File: src/rtl/chrono_core.sv
// chrono_core: stopwatch core with button sync, start/stop/lap/clear FSM,
// BCD mm:ss.cc counter and registered display word.
module chrono_core #(
    parameter int CLK_FREQ_HZ = 5_000_000,
    parameter int TICK_HZ     = 100
) (
    input  logic        clk_in,
    input  logic        rst,
    input  logic        btn_ss,
    input  logic        btn_lr,
    output logic [23:0] disp_bcd,
    output logic        running,
    output logic        frozen,
    output logic        wrap
);

    localparam int DIV = CLK_FREQ_HZ / TICK_HZ;
    localparam int PW  = (DIV > 1) ? $clog2(DIV) : 1;
    localparam logic [PW-1:0] PS_MAX = PW'(DIV - 1);

    // Per-digit maximum, same packing as the display word.
    localparam logic [23:0] LIM = 24'h595999;

    localparam logic [1:0] S_IDLE   = 2'd0;
    localparam logic [1:0] S_RUN    = 2'd1;
    localparam logic [1:0] S_PAUSED = 2'd2;
    localparam logic [1:0] S_LAP    = 2'd3;

    logic [1:0]    state;
    logic [1:0]    state_nxt;
    logic [2:0]    ss_sh;
    logic [2:0]    lr_sh;
    logic          ss_ev;
    logic          lr_ev;
    logic          ev_lr;
    logic [PW-1:0] presc;
    logic [23:0]   cnt;
    logic [23:0]   cnt_nxt;
    logic [23:0]   hold;
    logic          counting;
    logic          tick;
    logic          clear;
    logic          lap_take;
    logic          carry;

    // sh[0], sh[1] synchronise; sh[2] is the previous level for edge detect.
    always_ff @(posedge clk_in or negedge rst) begin
        if (!rst) begin
            ss_sh <= '0;
            lr_sh <= '0;
            ss_ev <= 1'b0;
            lr_ev <= 1'b0;
        end else begin
            ss_sh <= {ss_sh[1:0], btn_ss};
            lr_sh <= {lr_sh[1:0], btn_lr};
            ss_ev <= ss_sh[1] & ~ss_sh[2];
            lr_ev <= lr_sh[1] & ~lr_sh[2];
        end
    end

    assign ev_lr    = lr_ev & ~ss_ev;
    assign counting = (state == S_RUN) || (state == S_LAP);
    assign tick     = counting && (presc == PS_MAX);
    assign clear    = (state == S_PAUSED) && ev_lr;
    assign lap_take = (state == S_RUN) && ev_lr;
    assign running  = counting;
    assign frozen   = (state == S_LAP);

    always_comb begin
        state_nxt = state;
        case (state)
            S_IDLE: begin
                if (ss_ev) state_nxt = S_RUN;
            end
            S_RUN: begin
                if (ss_ev)      state_nxt = S_PAUSED;
                else if (ev_lr) state_nxt = S_LAP;
            end
            S_LAP: begin
                if (ss_ev)      state_nxt = S_PAUSED;
                else if (ev_lr) state_nxt = S_RUN;
            end
            default: begin
                if (ss_ev)      state_nxt = S_RUN;
                else if (ev_lr) state_nxt = S_IDLE;
            end
        endcase
    end

    // Ripple the carry through the digits; any digit at or above its limit
    // rolls to zero so an out-of-range value can never persist.
    always_comb begin
        cnt_nxt = cnt;
        carry   = tick;
        for (int i = 0; i < 6; i++) begin
            if (carry) begin
                if (cnt[4*i +: 4] >= LIM[4*i +: 4]) begin
                    cnt_nxt[4*i +: 4] = 4'd0;
                end else begin
                    cnt_nxt[4*i +: 4] = cnt[4*i +: 4] + 4'd1;
                    carry = 1'b0;
                end
            end
        end
        if (clear) cnt_nxt = '0;
    end

    always_ff @(posedge clk_in or negedge rst) begin
        if (!rst) begin
            state <= S_IDLE;
            presc <= '0;
            cnt   <= '0;
            hold  <= '0;
            wrap  <= 1'b0;
        end else begin
            state <= state_nxt;
            cnt   <= cnt_nxt;
            wrap  <= tick && (cnt == LIM);
            if (clear)
                presc <= '0;
            else if (counting)
                presc <= tick ? '0 : presc + PW'(1);
            if (clear)
                hold <= '0;
            else if (lap_take)
                hold <= cnt;
        end
    end

    always_ff @(posedge clk_in or negedge rst) begin
        if (!rst)
            disp_bcd <= '0;
        else
            disp_bcd <= (state == S_LAP) ? hold : cnt;
    end

endmodule

File: config.mk
export PLATFORM = sky130hd
export DESIGN_NAME = chrono_core
export DESIGN_NICKNAME = d
export VERILOG_FILES = /design/src/rtl/chrono_core.sv
export SDC_FILE = /design/constraint.sdc
export NUM_CORES = 1
export LEC_CHECK = 0
export CAP_MARGIN = 20
export CORE_UTILIZATION = 61
export CTS_BUF_LIST = sky130_fd_sc_hd__clkbuf_2 sky130_fd_sc_hd__clkbuf_4 sky130_fd_sc_hd__clkbuf_8
export DETAILED_ROUTE_END_ITERATION = 10
export PLACE_DENSITY = 0.82
export REMOVE_ABC_BUFFERS = 1
export SYNTH_ARGS = -nofsm -noshare
export SYNTH_HDL_FRONTEND = slang
export SYNTH_SLANG_ARGS = --single-unit
export TNS_END_PERCENT = 100
File: constraint.sdc
create_clock -name clk_in -period 2.8 [get_ports clk_in]
set_input_delay 0.56 -clock clk_in [delete_from_list [all_inputs] [get_ports clk_in]]
set_output_delay 0.56 -clock clk_in [all_outputs]
set_load 0.03 [all_outputs]
* Word level (Yosys, flattened, before mapping)
Cells that the tools add are included.
** Word-level totals
- Input bits :: 4
- Word-level logic and storage cells :: 93
- Register bits after elaboration :: 99
- Output and inout port bits :: 27
** Operators by class
- Equal/unequal tests :: 6
- Bitwise gates (word level) :: 6
- Magnitude comparators :: 6
- Reductions and logical operators :: 16
- Muxes and demuxes :: 37
- $add $sub $neg :: 7
** Operator list (number)
- 24-bit 2-to-1 mux :: 4
- 16-bit 2-to-1 mux :: 3
- 4-bit 2-to-1 mux :: 12
- 4-bit by 1-bit adder with 4-bit output, second input constant :: 6
- 24-bit by 23-bit equality test with 1-bit output, second input constant :: 1
- 2-bit nonzero test :: 9
- 16-bit by 1-bit adder with 16-bit output, second input constant :: 1
- 16-bit equality test, second input constant :: 1
- 4-bit greater-or-equal comparator, second input constant :: 4
- 2-bit 2-to-1 mux :: 7
- 1-bit 2-to-1 mux :: 10
- 4-bit by 3-bit greater-or-equal comparator with 1-bit output, second input constant :: 2
- 2-bit case mux with 3 select lines :: 1
- 2-bit equality test, second input constant :: 2
- 1-bit logical AND :: 4
- 1-bit AND :: 3
- 1-bit NOT :: 3
- 2-bit by 1-bit equality test with 1-bit output, second input constant :: 1
- 2-bit logical NOT :: 1
- 2-bit != test, second input constant :: 1
- 2-bit AND reduction :: 1
- 1-bit logical OR :: 1

* Longest topological paths before layout
Gate-level depths: netlist of run 1.
- Depth in word-level cells :: 10
- Mapped depth :: 8
- Depth with buffers taken out :: 7

* Worst setup path after synthesis of run 1
Ideal clock, no wire load.
- Kind :: register -> register
- Start point :: reg cnt[4]
- End point :: reg cnt[22]
- Data required time :: 2.664 ns
- Buffers on the path :: 1
- Setup time :: 0.136 ns
- Cell stages (with the launch flop) :: 9
- Arrival :: 2.042 ns
- Path slack :: 0.621 ns
- Clock period less this slack :: 2.179 ns
- Cell sequence :: dfrtp_1 inv_1 ha_1 or3b_2 nand4_1 or3_1 clkbuf_1 o41ai_2 a21oi_1
** Between the ends
- Cells in the longest elaborated chain, start to end :: 7
** RTL lines
- from (decl) :: line 37 : logic [23:0] cnt;
- from (signal assigned) :: line 117 : cnt <= cnt_nxt;
- 4-bit greater-or-equal comparator :: line 97 : if (cnt[4*i +: 4] >= LIM[4*i +: 4]) begin
- 1-bit 2-to-1 mux :: line 97
- 1-bit 2-to-1 mux (4 in a row) :: line 96 : if (carry) begin
- 2-bit nonzero test (no source line)
No other way between the ends.
A chain may end at the register's enable or synchronous reset.

* Final worst setup path of run 1
- Start point :: reg presc[0]
- End point :: reg cnt[11]
** Between the ends
- Cells in the longest elaborated chain, start to end :: 5
** RTL lines
- from (decl) :: line 36 : logic [PW-1:0] presc;
- from (signal assigned) :: line 122 : presc <= tick ? '0 : presc + PW'(1);
- 16-bit equality test :: line 63 : assign tick = counting && (presc == PS_MAX);
- 1-bit logical AND :: line 63
- 1-bit 2-to-1 mux (2 in a row) :: line 96
- 2-bit nonzero test (no source line)
No other way between the ends.

==> flow_metrics.env, run 1 <==
export IMPL_max_freq_ghz=0.4246
export IMPL_setup_viol=0
export IMPL_p_seq_share_pct=52.9
export IMPL_place_area_sq_um=4923
export IMPL_initial_utilization_pct=64.72
export IMPL_ys_seq_elements=99
export IMPL_min_period_over_period_pct=84.10
export IMPL_p_comb_share_pct=15.5
export IMPL_hold_buffers=0
export IMPL_grt_busiest_layer="met2"
export IMPL_dp_hpwl_um=6053
export IMPL_cts_buffers=9
export IMPL_dr_pass1_iters=4
export IMPL_reg2reg_from="presc[0]"
export IMPL_hold_slack_ns=0.1401
export IMPL_synth_cell_type_count=49
export IMPL_worst_r2r_cell_count=6
export IMPL_rsz0062_at_grt="false"
export IMPL_core_sq_um=6944
export IMPL_multi_input_area_sq_um=1869
export IMPL_cp_arrival_ns=2.63
export IMPL_rrSetupSlack_ns=0.45
export IMPL_r2r_end="cnt[11]"
export IMPL_ys_seq_area_share_pct=55.12
export IMPL_cts_setup_buffers=0
export IMPL_vias=3200
export IMPL_synth_area_sq_um=4494
export IMPL_layout_common_cells="dfrtp_1 (99), nand2_1 (35), clkdlybuf4s50_1 (29)"
export IMPL_ant_nets=0
export IMPL_antenna_found_initial=0
export IMPL_clock_root_buffer="clkbuf_8"
export IMPL_num_io_pins=31
export IMPL_holdCritPathClass="in -> async"
export IMPL_ys_flop_type="dfrtp_1"
export IMPL_regArea_sq_um=2477
export IMPL_power_switching_uw=864.1
export IMPL_drc=0
export IMPL_cp_end_kind="flop"
export IMPL_die_h_um=87.84
export IMPL_avgSynthCellArea_sq_um=11.12
export IMPL_met1_usage_pct=34.40
export IMPL_drv_slew=0
export IMPL_yosys_area_top_type_share_pct=55.12
export IMPL_routabilityCongestion=0.8761
export IMPL_h_tree_depth=3
export IMPL_ir_drop_mv=0.5520
export IMPL_clock_sinks=99
export IMPL_internal_power_uw=2067
export IMPL_fin_nets=461
export IMPL_design_area_sq_um=5126
export IMPL_num_rows=30
export IMPL_dr_first_iter_drc_count=211
export IMPL_yosys_area_top_type="dfrtp_1"
export IMPL_grt_overflow_total=0
export IMPL_total_power_uw=2931
export IMPL_timing_worst_setup_path_type="reg -> reg"
export IMPL_fin_crit_ns=2.355
export IMPL_drive_above_1_share_pct=11.29
export IMPL_track_usage_pct=26.25
export IMPL_p_per_area_nw_per_um2=571.8
export IMPL_n_fill_cell=474
export IMPL_vias_per_cell=5.937
export IMPL_synthCells=404
export IMPL_met2_usage_pct=43.13
export IMPL_skew_ns=0.008153
export IMPL_synthArstFlopShare_pct=100.0
export IMPL_cp_max_fo=8
export IMPL_die_area_sq_um=7715
export IMPL_tightest_slew_ns=0.5093
export IMPL_synth_area_top_cells="dfrtp_1 (55%), ha_1 (5.3%), a22o_1 (4.5%)"
export IMPL_critPathLaunchType="flop"
export IMPL_status="finished, final reports clean"
export IMPL_diodes=0
export IMPL_clk_path_buf_depth=2
export IMPL_grt_pass1_wl_um=15180
export IMPL_slew_headroom_pct=65.78
export IMPL_cts_resized=0
export IMPL_synth_edf_count=0
export IMPL_totalNegativeSetupSlack_ns=0
export IMPL_wl_per_cell_um=16.55
export IMPL_drv_cap=0
export IMPL_fp_dieW_um=87.84
export IMPL_areaGrowthSynthToFinish_pct=14.06
export IMPL_portBuffers=30
export IMPL_cts_clk_slew_worst_paths_ns=0.10
export IMPL_hold_viol_final=0
export IMPL_grt_max_degree=65
export IMPL_first_global_vias=3078
export IMPL_cts_tree="yes"
export IMPL_clock_latency_ns=0.36
export IMPL_drt_total_wl_um=8919
export IMPL_p_leak_uw=0.002322
export IMPL_grtUsageMet3_pct=5.655
export IMPL_clockPowerShare_pct=31.6
export IMPL_swShare_pct=29.48
export IMPL_layout_commonest_cell="dfrtp_1"
export IMPL_yosysWarningCount=0
export IMPL_cp_required_ns=3.08
[layout make-up]
class                      count  share of cell area [%]
clock buffer                  10                   2.563
clock inverter                 6                   1.391
inverter                      17                   1.245
multi-input combinational    270                   36.47
sequential                    99                   48.33
tap                           96                   2.343
timing repair buffer          41                   7.664
[metrics by stage]
step           util (%)  instances  setup slack, ns
2_1_floorplan         -        386           0.2419
3_3_place_gp      70.90        523           0.5992
3_5_place_dp      70.90        523           0.5136
4_1_cts           73.82        539           0.5015
5_1_grt           73.82        539           0.3283
6_report          73.82        539           0.4451
[power by group through the flow]
stage / clock [uW] / sequential, uW / combinational [uW]
global route: 1010 / 1560 / 495
CTS: 950 / 1550 / 459
floorplan: 0 / 1590 / 231
finish: 927 / 1550 / 455
global placement: 0 / 1570 / 449
detailed placement: 0 / 1580 / 456
[cell usage after synthesis (8+ instances only)]
master,number
ha_1,19
mux2_2,12
xor2_1,10
dfrtp_1,99
o31ai_1,8
a22o_1,23
nand4_1,14
o21ai_0,20
nand3_1,13
inv_1,16
clkbuf_1,14
nand2_1,35
nor3_1,10
a21oi_1,22
nor2_1,25
[worst max path at each step]
stage / startpoint / end / depth (start not counted)
floorplan: state[0] / hold[0] / 4
global placement: presc[13] / presc[3] / 5
detailed placement: presc[13] / cnt[11] / 5
CTS: presc[13] / cnt[11] / 5
global route: presc[0] / presc[9] / 6
finish: presc[0] / cnt[11] / 6
[flip-flops by register name, summed over array words and instances (netlist names)]
register  flops
hold         24
wrap          1
cnt          24
ss_ev         1
lr_ev         1
presc        16
ss_sh         3
disp_bcd     24
state         2
lr_sh         3
[cell families after synthesis]
kind of cell,after synthesis,share of synthesized area [%]
xor gates and xnor gates,16,3.118
muxes,13,3.229
adders and majority gates,19,5.290
and+or+nand+nor,137,17.15
AOI/OAI and AO/OA,85,12.81
DFF,99,55.12
buffers and inverters,35,3.285
[layer usage]
| metal | part of all wire [%] | vias to the layer above |
|---|---|---|
| li1 | - | 1513 |
| met1 | 45 | 1570 |
| met2 | 49 | 94 |
| met3 | 4.1 | 23 |
| met4 | 2.1 | 0 |
| met5 | 0 | - |
[critical path, cell delays in order (launching register included)]
cell,delay [ns]
dfrtp_1,0.42
ha_1,0.19
nand3_1,0.15
or3_1,0.57
nor3_1,0.50
a41oi_1,0.21
nor3_1,0.24
(Power assumes the default switching activity.)
==> run 2, diff against run 1 <==
clock period = 2.4 ns   (was 2.8 ns; I/O delays follow)
==> flow_metrics.env, run 2 (synthesis gave the netlist of run 1 again) <==
export IMPL_h_tree_depth=3
export IMPL_final_core_util_pct=74.43
export IMPL_layout_common_cells="dfrtp_1 (99), nand2_1 (34), clkdlybuf4s50_1 (28)"
export IMPL_fp_dieW_um=87.84
export IMPL_numPlacedInstances=529
export IMPL_min_period_over_period_pct=91.81
export IMPL_track_usage_pct=25.98
export IMPL_skew_ns=0.009018
export IMPL_ant_nets=0
export IMPL_pre_cts_ws_ns=0.1362
export IMPL_cts_tree="yes"
export IMPL_cp_max_fo=11
export IMPL_timing_worst_setup_path_type="reg -> reg"
export IMPL_drc=0
export IMPL_holdCritPathClass="reg -> reg"
export IMPL_top_regs="cnt (24), disp_bcd (24), hold (24)"
export IMPL_drive_above_1_share_pct=13.11
export IMPL_tightest_slew_ns=0.6164
export IMPL_vias_per_cell=5.941
export IMPL_p_leak_uw=0.002355
export IMPL_vias=3244
export IMPL_num_rows=30
export IMPL_cts_buffers=9
export IMPL_drv_cap=0
export IMPL_status="finished, final reports clean"
export IMPL_drv_slew=0
export IMPL_cp_arrival_ns=2.44
export IMPL_wl_per_cell_um=16.51
export IMPL_max_freq_ghz=0.4538
export IMPL_clock_root_buffer="clkbuf_8"
export IMPL_clock_latency_ns=0.36
export IMPL_diodes=0
export IMPL_cts_clk_slew_worst_paths_ns=0.10
export IMPL_grt_overflow_total=0
export IMPL_antenna_found_initial=0
export IMPL_hold_viol_final=0
export IMPL_die_h_um=87.84
export IMPL_routabilityCongestion=0.9015
export IMPL_dp_hpwl_um=6191
export IMPL_first_global_vias=3155
export IMPL_core_sq_um=6944
export IMPL_dr_pass1_iters=4
export IMPL_num_io_pins=31
export IMPL_drt_total_wl_um=9016
export IMPL_cp_required_ns=2.64
export IMPL_instances_no_fill=546
export IMPL_dr_first_iter_drc_count=170
export IMPL_p_per_area_nw_per_um2=645.6
export IMPL_cp_end_kind="flop"
export IMPL_grt_max_degree=57
export IMPL_slew_headroom_pct=58.56
export IMPL_critPathLaunchType="flop"
export IMPL_fin_crit_ns=2.203
export IMPL_grt_pass1_wl_um=15100
export IMPL_clock_sinks=99
export IMPL_die_area_sq_um=7715
export IMPL_rsz0062_at_grt="false"
export IMPL_areaGrowthSynthToFinish_pct=15.01
export IMPL_cts_setup_buffers=0
export IMPL_portBuffers=30
export IMPL_layout_commonest_cell="dfrtp_1"
export IMPL_ir_drop_mv=0.6007
export IMPL_setup_viol=0
export IMPL_n_fill_cell=483
export IMPL_clk_path_buf_depth=2
export IMPL_setup_ws_ns=0.1966
export IMPL_initial_utilization_pct=64.72
export IMPL_fin_nets=468
## run 2: worst paths after layout
check | cells after the start | start | endpoint | slack (ns)
worst max-delay path | 5 | presc[13] | cnt[18] | 0.20
worst min-delay path | 0 | ss_sh[0] | ss_sh[1] | 0.37
worst max register to register | 5 | presc[13] | cnt[18] | 0.20
worst min register to register | 0 | ss_sh[0] | ss_sh[1] | 0.37
max in group asynchronous | 3 | rst | presc[5] | 1.26
min in group asynchronous | 2 | rst | hold[5] | 0.50
## run 2: what timing repair did
action / CTS / global route
endpoints found under the setup margin: 0 / 2
hold endpoints to repair: 12 / 0
resized for setup: 0 / 2
hold buffers: 1 / 0
## run 2: where the power goes
group          total, uW  switching [uW]  internal [uW]
combinational        536             360            176
clock               1000             586            417
sequential          1800            66.7           1730
total               3340            1010           2320
## run 2: stage by stage
stage	hold WS [ns]	instance area (sq um)	setup TNS [ns]	total power, uW
final	0.3706	5169	0	3337
after detailed placement	0.3433	4966	0	2368
after global routing	0.3813	5169	0	3488
after CTS	0.3758	5161	0	3368
after floorplan	0.1844	4410	-3.637	2124
after global placement	0.3387	4966	0	2348
## run 2: routing by layer
metal	vias to the layer above	track usage (%)	share of wire [%]
met2	89	41.93	49
met5	-	0	0
met1	1616	34.68	43
met4	0	10.28	1.9
met3	14	5.372	5.7
li1	1525	-	-
## run 2: cell type report
class / count / area, sq um / share of cell area [%]
inverters: 17 / 63.81 / 1.235
clock inverters: 6 / 47.55 / 0.9199
clock buffers: 10 / 137.6 / 2.663
flip-flops and latches: 99 / 2477 / 47.93
well taps: 96 / 120.1 / 2.324
multi-input cells: 270 / 1877 / 36.31
repair buffers: 48 / 445.4 / 8.618
## run 2: critical path, stage by stage, from the launching register on
cell and delay (ns):
dfrtp_1 0.44, or3_1 0.39, or3_1 0.46, or2_1 0.42
o31ai_1 0.28, a21oi_1 0.09
